$ cat src/rtl/im_boot_loader_pkg.sv
// im_boot_loader_pkg: shared frame widths, FSM states and error codes for the IMem boot loader
// Ports: none (package).
package im_boot_loader_pkg;
   localparam int LEN_W  = 16;
   localparam int BYTE_W = 8;
   localparam int WORD_W = 32;
   typedef enum logic [2:0] {
      S_IDLE, S_LEN_HI, S_LEN_LO, S_DATA, S_WRITE, S_CHK, S_DONE, S_ERR
   } state_e;
   typedef enum logic [1:0] {
      E_NONE = 2'd0,
      E_LEN  = 2'd1,
      E_TMO  = 2'd2,
      E_CHK  = 2'd3
   } err_e;
endpackage

$ cat src/rtl/im_boot_loader_word.sv
// im_word_assembler: packs stream bytes MSB-first into 32-bit words and keeps a running XOR checksum
// Ports: CLK/RST clock and sync active-high reset; clr clears byte index and checksum;
//   en accepts byte_in; word assembled word; chk running XOR; word_ready high on the 4th byte.
module im_word_assembler
   import im_boot_loader_pkg::*;
(
   input  logic              CLK,
   input  logic              RST,
   input  logic              clr,
   input  logic              en,
   input  logic [BYTE_W-1:0] byte_in,
   output logic [WORD_W-1:0] word,
   output logic [BYTE_W-1:0] chk,
   output logic              word_ready
);
   logic [WORD_W-1:0] word_q, word_d;
   logic [BYTE_W-1:0] chk_q, chk_d;
   logic [1:0]        idx_q, idx_d;
   always_comb begin
      word_d = en ? {word_q[WORD_W-BYTE_W-1:0], byte_in} : word_q;
      chk_d  = clr ? '0 : en ? chk_q ^ byte_in : chk_q;
      idx_d  = clr ? '0 : en ? idx_q + 2'd1 : idx_q;
   end
   always_ff @(posedge CLK) begin
      if (RST) begin
         word_q <= '0;
         chk_q  <= '0;
         idx_q  <= '0;
      end else begin
         word_q <= word_d;
         chk_q  <= chk_d;
         idx_q  <= idx_d;
      end
   end
   assign word       = word_q;
   assign chk        = chk_q;
   assign word_ready = en & (idx_q == 2'd3);
endmodule

$ cat src/rtl/im_boot_loader.sv
// im_boot_loader: loads the instruction memory from a length-prefixed, XOR-checked byte stream
// Ports: CLK/RST clock and sync active-high reset; start (re)load pulse;
//   byte_valid/byte_data/byte_ready stream handshake; im_addr/im_wdata/im_we IMem write port;
//   load_active PC-mux select; cpu_rst core reset; done/err/err_code load status.
module im_boot_loader
   import im_boot_loader_pkg::*;
#(
   parameter int IMEM_SIZE      = 128,
   parameter int TIMEOUT_CYCLES = 1000000,
   parameter bit AUTO_START     = 1'b1
) (
   input  logic              CLK,
   input  logic              RST,
   input  logic              start,
   input  logic              byte_valid,
   input  logic [BYTE_W-1:0] byte_data,
   output logic              byte_ready,
   output logic [WORD_W-1:0] im_addr,
   output logic [WORD_W-1:0] im_wdata,
   output logic              im_we,
   output logic              load_active,
   output logic              cpu_rst,
   output logic              done,
   output logic              err,
   output logic [1:0]        err_code
);
   localparam int TW = $clog2(TIMEOUT_CYCLES + 1);
   state_e            state_q, state_d;
   err_e              code_q, code_d;
   logic [LEN_W-1:0]  len_q, len_d, widx_q, widx_d, len_n;
   logic [TW-1:0]     tmo_q, tmo_d;
   logic [BYTE_W-1:0] chk;
   logic              xfer, enter, len_bad, last_word, tmo_hit, asm_en, word_ready;
   assign xfer      = byte_valid & byte_ready;
   assign len_n     = {len_q[LEN_W-1:BYTE_W], byte_data};
   assign len_bad   = (len_n == '0) || (32'(len_n) > IMEM_SIZE);
   assign last_word = (widx_q + LEN_W'(1)) == len_q;
   assign tmo_hit   = byte_ready & ~byte_valid & (tmo_q == TW'(TIMEOUT_CYCLES - 1));
   assign enter     = (state_d == S_LEN_HI) & (state_q != S_LEN_HI);
   assign asm_en    = (state_q == S_DATA) & xfer;
   im_word_assembler u_asm (
      .CLK        (CLK),
      .RST        (RST),
      .clr        (enter),
      .en         (asm_en),
      .byte_in    (byte_data),
      .word       (im_wdata),
      .chk        (chk),
      .word_ready (word_ready)
   );
   always_ff @(posedge CLK) begin
      if (RST) begin
         state_q <= S_IDLE;
         code_q  <= E_NONE;
         len_q   <= '0;
         widx_q  <= '0;
         tmo_q   <= '0;
      end else begin
         state_q <= state_d;
         code_q  <= code_d;
         len_q   <= len_d;
         widx_q  <= widx_d;
         tmo_q   <= tmo_d;
      end
   end
   always_comb begin
      state_d = state_q;
      unique case (state_q)
         S_IDLE:          if (AUTO_START || start) state_d = S_LEN_HI;
         S_LEN_HI:        if (xfer) state_d = S_LEN_LO;
         S_LEN_LO:        if (xfer) state_d = len_bad ? S_ERR : S_DATA;
         S_DATA:          if (word_ready) state_d = S_WRITE;
         S_WRITE:         state_d = last_word ? S_CHK : S_DATA;
         S_CHK:           if (xfer) state_d = (byte_data == chk) ? S_DONE : S_ERR;
         S_DONE, S_ERR:   if (start) state_d = S_LEN_HI;
         default:         state_d = S_IDLE;
      endcase
      if (tmo_hit) state_d = S_ERR;
   end
   // The word index stays on the last word so im_addr never points past the IMem.
   always_comb begin
      len_d  = (state_q == S_LEN_HI && xfer) ? {byte_data, len_q[BYTE_W-1:0]} :
               (state_q == S_LEN_LO && xfer) ? len_n : len_q;
      widx_d = enter ? '0 : (state_q == S_WRITE && !last_word) ? widx_q + LEN_W'(1) : widx_q;
      tmo_d  = (enter || xfer) ? '0 : byte_ready ? tmo_q + TW'(1) : tmo_q;
      code_d = enter ? E_NONE :
               (state_d == S_ERR && state_q != S_ERR) ?
                  (tmo_hit ? E_TMO : (state_q == S_LEN_LO) ? E_LEN : E_CHK) : code_q;
   end
   always_comb begin
      byte_ready  = state_q inside {S_LEN_HI, S_LEN_LO, S_DATA, S_CHK};
      im_we       = state_q == S_WRITE;
      load_active = byte_ready | im_we;
      cpu_rst     = state_q != S_DONE;
      done        = state_q == S_DONE;
      err         = state_q == S_ERR;
      err_code    = code_q;
      im_addr     = {{(WORD_W-LEN_W-2){1'b0}}, widx_q, 2'b00};
   end
endmodule

$ cat config.mk
export PLATFORM = sky130hd
export DESIGN_NAME = im_boot_loader
export DESIGN_NICKNAME = d
export VERILOG_FILES = /design/src/rtl/im_boot_loader_pkg.sv /design/src/rtl/im_boot_loader_word.sv /design/src/rtl/im_boot_loader.sv
export SDC_FILE = /design/constraint.sdc
export NUM_CORES = 1
export LEC_CHECK = 0
export CAP_MARGIN = 20
export CORE_MARGIN = 2
export CORE_UTILIZATION = 48
export DETAILED_ROUTE_END_ITERATION = 10
export GPL_TIMING_DRIVEN = 0
export HOLD_SLACK_MARGIN = 0.1
export PLACE_DENSITY = 0.76
export SYNTH_ARGS = -nofsm -noshare
export SYNTH_HDL_FRONTEND = slang
export SYNTH_SLANG_ARGS = --single-unit
$ cat constraint.sdc
create_clock -name CLK -period 2.6 [get_ports CLK]
set_input_delay 0.39 -clock CLK [delete_from_list [all_inputs] [get_ports CLK]]
set_output_delay 0.39 -clock CLK [all_outputs]
set_load 0.02 [all_outputs]
-- Word-level counts from Yosys, hierarchy flattened
Cells that the tools add are included.
- input bits: 12
- register bits after elaboration: 99
- bits in latches: 0
- memories: 0
- logic and storage cells: 67
- ROM bits: 0
- bits in writable memories: 0
- output and inout port bits: 72
- reductions and logical operators: 14
- divide/modulo/power cells: 0
- bitwise operators: 10
- add/sub/neg operators: 3
- magnitude comparators: 1
- multipliers: 0
- shift operators: 0
- equality and inequality tests: 16
- multiplexer cells: 14
- operators with widths (kind ; count):
    $mux W3 ; 8
    $pmux W3 S7 ; 1
    $add A20 B1 Y20 const B ; 1
    $eq A20 B20 Y1 const B ; 1
    $add A16 B1 Y16 const B ; 1
    $eq A16 B16 Y1 ; 1
    $gt A16 B8 Y1 const B ; 1
    $logic_not A16 Y1 ; 1
    $mux W16 ; 1
    $eq A3 B3 Y1 const B ; 5
    $eq A8 B8 Y1 ; 1
    $mux W8 ; 1
    $xor A8 B8 Y8 ; 1
    $and A1 B1 Y1 ; 6
    $eq A3 B1 Y1 const B ; 2
    $eq A3 B2 Y1 const B ; 2
    $ne A3 B3 Y1 const B ; 2
    $reduce_or A2 Y1 ; 3
    $logic_and A1 B1 Y1 ; 4
    $mux W2 ; 2
    $reduce_bool A4 Y1 ; 1
    $logic_not A3 Y1 ; 1
    $ne A3 B1 Y1 const B ; 1
    $add A2 B1 Y2 const B ; 1
    7 further kinds ; 9

-- Depth between registers and ports, before layout
- depth in word-level cells: 12
- mapped depth: 10
- mapped depth without buffers: 8

-- By module
Synthesis repeated with hierarchy kept, for this count alone.
- cell total of the unflattened synthesis: 564
- area total of the unflattened synthesis: 5053.6 sq um
- modules (own cells, without submodules) (module ; cells each ; instances ; seq. area each (sq um) ; area each (sq um)):
    im_boot_loader ; 416 ; 1 ; 1141.1 ; 3389.5
    im_word_assembler ; 148 ; 1 ; 840.8 ; 1664.1

-- Least setup slack after synthesis
Ideal clock, no wire load.
- kind: reg2reg
- start point: register widx_q[1]
- end point: register widx_q[14]
- library setup time: 0.115 ns
- data arrival time: 2.496 ns
- clock period less this slack: 2.611 ns
- cell stages (with the launch flop): 10
- required time: 2.485 ns
- buffers on the path: 1
- setup slack: -0.011 ns
- cell sequence: dfxtp_1 -> ha_1 -> xor2_1 -> a211o_1 -> a211oi_1 -> nand4_1 -> a2111oi_4 -> buf_6 -> nor4_1 -> o21ba_1
- word-level cells in the longest chain between the ends: 8
- elaborated cells on any way between the ends: 10
- classes of those cells: add/sub (1); eq/ne (2); mux (3); bitwise (1); reduce/logical (3)
- ends and longest elaborated chain (element ; line ; text):
    start: declaration ; im_boot_loader.sv:30 ; logic [LEN_W-1:0] len_q, len_d, widx_q, widx_d, len_n;
    start signal: assignment ; im_boot_loader.sv:62 ; widx_q <= widx_d;
    $add A16 B1 Y16 * ; im_boot_loader.sv:37, im_boot_loader.sv:84 ;
    $eq A16 B16 Y1 ; im_boot_loader.sv:37 ; assign last_word = (widx_q + LEN_W'(1)) == len_q;
    $mux W3 ; im_boot_loader.sv:73 ; S_WRITE: state_d = last_word ? S_CHK : S_DATA;
    $pmux W3 S7 ; im_boot_loader.sv:68 ; unique case (state_q)
    $mux W3 ; im_boot_loader.sv:78 ; if (tmo_hit) state_d = S_ERR;
    $eq A3 B1 Y1 ; im_boot_loader.sv:39 ; assign enter = (state_d == S_LEN_HI) & (state_q != S_LEN_HI);
    $and A1 B1 Y1 ; im_boot_loader.sv:39 ;
    $reduce_or A2 Y1 (no source line) ; n/a ;
Every way passes the cells marked *; elsewhere a longest branch is shown, timed or not.
A chain may end at the register's enable or synchronous reset.

-- Worst setup path after layout
- start point: register widx_q[2]
- end point: register widx_q[14]
Same word-level chain as after synthesis.

==> impl_metrics.tcl <==
set metrics [dict create \
    status "completed" \
    finalInstanceArea_um2 6110 \
    synthDominantAreaCellType "dfxtp_1" \
    period_minus_slack_ns 2.47 \
    fp.dieArea_um2 11100 \
    slew_hr_pct 43.5 \
    synth_area_leaders "dfxtp_1 40%, nand2_1 8.3%, a21oi_1 5.8%, xor2_1 5.3%, xnor2_1 4.6%" \
    met2_wirelength_um 6310 \
    dr.first_iter.drc_count 250 \
    yosysWarnings 0 \
    timing.final.crit_share_pct 95.0 \
    detailedPlacementHpwl_um 9420 \
    total_power_w 0.00290 \
    place_ws_ns -0.492 \
    grt_usage_pct 22.5 \
    vias_per_cell 5.46 \
    timing.final.max_slew_violations 0 \
    required_time_of_the_critical_path_ns 2.88 \
    finalNetCount 699 \
    endpoints_failing_setup 0 \
    power.ir.vdd_worst_mv 0.238 \
    die_width_um 105 \
    final.fill_count 853 \
    setup.worst_path.start_class "register" \
    rows 36 \
    leakagePower_nw 2.15 \
    wl_per_cell_um 15.4 \
    layout-area-overhead-vs-synth_pct 24.3 \
    fin_skew_ns 0.00982 \
    antenna-diode-count 0 \
    critPathCaptureType "register" \
    die_height_um 105 \
    seqCellArea_um2 1990 \
    clock_tree_from_tritoncts "yes" \
    io_pins 84 \
    postRouteWirelength_um 12700 \
    worst-path-max-fanout 10 \
    place_area_um2 5790 \
    initial_utilization_pct 49.8 \
    cts_htree_levels 3 \
    syn_avg_cell_area_um2 8.30 \
    tns_ns 0 \
    max_clock_freq_mhz 405 \
    detailroute.wirelength.met3_um 537 \
    areal_power_density_over_the_cells_nw_per_um2 475 \
    synth_enable_flop_cells 0 \
    worst_slack_ns 0.131 \
    synthesized_instance_count 592 \
    post_route_cells_drive_above_1_share_pct 13.6 \
    syn_area_um2 4910 \
    clk_pin_slew_worst_paths_ns 0.10 \
    tritoncts_num_sinks 99 \
    timing_hold_violations_final 0 \
    synth_top_area_share_pct 40.3 \
    numPortBuffers 65 \
    hold_path_class "input pin to register" \
    synth_ff_type "dfxtp_1" \
    postSynthRegisterBits 99 \
    maxCapViolations 0 \
    detail-route-antenna-nets 0 \
    synth_cell_types 69 \
    fp.coreArea_um2 9860 \
    clkLatencyLatePin_ns 0.38 \
    antenna_found_initial 0 \
    multi_input_area_um2 2740 \
    cts_made_buffers 9 \
    wirelength_met1_um 5570 \
    worst-endpoint-arrival_ns 2.75 \
    crit_type "register to register" \
    grt_overflow 0 \
    cts.root.buffer_cell "clkbuf_8" \
    hold_buffers 0 \
    detailroute.via_count 4489 \
    synth_seq_area_share_pct 40.3 \
    grt_start_max_net_pins 19 \
    wire_length_of_the_first_global_routing_pass_um 20200 \
    worst_hold_slack_ns 0.416 \
    synthArstFlopShare_pct 0 \
    drc 0 \
    firstDrtPassIters 5 \
    via_count_of_the_first_global_routing_pass 4179 \
    dr.max_layer_used "met4" \
    timing_worst_slew_pin_value_ns 0.842 \
    cts-root-to-sink-buffers 2 \
    gp_routability_congestion 0.856 \
]
==> per-stage QoR <==
stage	util [%]	std cells
after detailed placement	58.7	805
after floorplan	-	607
after CTS	61.1	822
final	61.9	822
after global routing	61.9	822
after global placement	58.7	805
==> per-layer routing <==
metal / up-vias / global-route usage [%]
met5: - / 0
met4: 0 / 8.67
met3: 27 / 3.68
met2: 104 / 38.5
met1: 2158 / 28.3
li1: 2200 / -
==> registers in the layout, indices dropped and copies added, names as in the netlist <==
register     count
u_asm.word      32
tmo_q           20
len_q           16
widx_q          16
u_asm.chk        8
state_q          3
err_code         2
u_asm.idx_q      2
==> layout make-up <==
cell class	instances	share of cell area, %
Inverter	7	0.451
Timing Repair Buffer	67	10.9
Sequential cell	99	32.6
Buffer	50	5.33
Multi-Input combinational cell	450	44.8
Clock buffer	10	2.25
Clock inverter	6	0.902
Tap cell	133	2.73
==> synth_stat cells (all sizes together) (2+ instances only) <==
cell / instances
a211o: 3
a211oi: 7
a21o: 2
a21oi: 58
a31o: 2
a31oi: 3
and2: 3
and3: 10
and4: 3
buf: 34
clkbuf: 17
dfxtp: 99
ha: 3
inv: 6
mux2i: 9
nand2: 109
nand2b: 4
nand3: 17
nand3b: 3
nand4: 15
nor2: 51
nor2b: 4
nor3: 7
nor4: 7
o2111ai: 2
o211ai: 2
o21ai: 11
o22ai: 3
o31ai: 6
or2: 2
or3: 7
or4: 6
xnor2: 26
xor2: 30
==> layout by cell type (no fill, tap or decap), types with 5 or more instances in the layout <==
master	instances
buf_2	5
xnor2_1	26
clkbuf_1	12
and3_1	9
or4_1	6
nand2_1	107
nor2_1	50
nor3_1	5
buf_4	24
o31ai_1	6
or3_1	7
buf_6	6
clkdlybuf4s50_1	62
clkbuf_8	10
a211oi_1	6
mux2i_1	9
conb_1	16
nand3_1	15
o21ai_1	9
dfxtp_1	94
a21oi_1	56
nand4_1	13
xor2_1	30
inv_1	6
==> power by group <==
group / switching [W] / leakage, nW / internal (W)
combinational: 0.000222 / 1.26 / 0.000132
clock: 0.000590 / 0.0929 / 0.000393
sequential: 0.0000238 / 0.802 / 0.00154
==> worst paths after layout <==
| check | slack [ns] | to | depth (start not counted) | start |
|---|---|---|---|---|
| min reg2reg | 0.46 | u_asm.word[29] | 2 | u_asm.word[29] |
| max | 0.13 | widx_q[14] | 10 | widx_q[2] |
| max reg2reg | 0.13 | widx_q[14] | 10 | widx_q[2] |
| min | 0.42 | state_q[2] | 2 | RST |
==> critical path, cell delays in order, from the launching register on <==
cell	delay [ns]
dfxtp_1	0.37
buf_4	0.18
nand4_4	0.15
nor4_2	0.40
a211oi_2	0.08
a211o_1	0.31
a2111oi_4	0.31
buf_6	0.18
buf_6	0.15
nor4_1	0.06
o21ba_1	0.17
==> cell families after synthesis <==
family                   count (synthesis)  share of synthesized area, %
AO/OA/AOI/OAI                          112                          14.8
XOR/XNOR                                56                          9.98
adder cells (fa/ha/maj)                  3                         0.764
buffers and inverters                   58                          6.85
flip-flops                              99                          40.3
multiplexers                             9                          1.83
other                                    1                        0.0763
AND/OR/NAND/NOR                        254                          25.3
==> what timing repair did <==
| action | in CTS | in global routing |
|---|---|---|
| buffers inserted | 1 | 1 |
| gates resized for setup | 17 | 25 |
| setup endpoints to repair | 38 | 39 |
| pin swaps | 1 | 1 |
(Power assumes the default switching activity.)
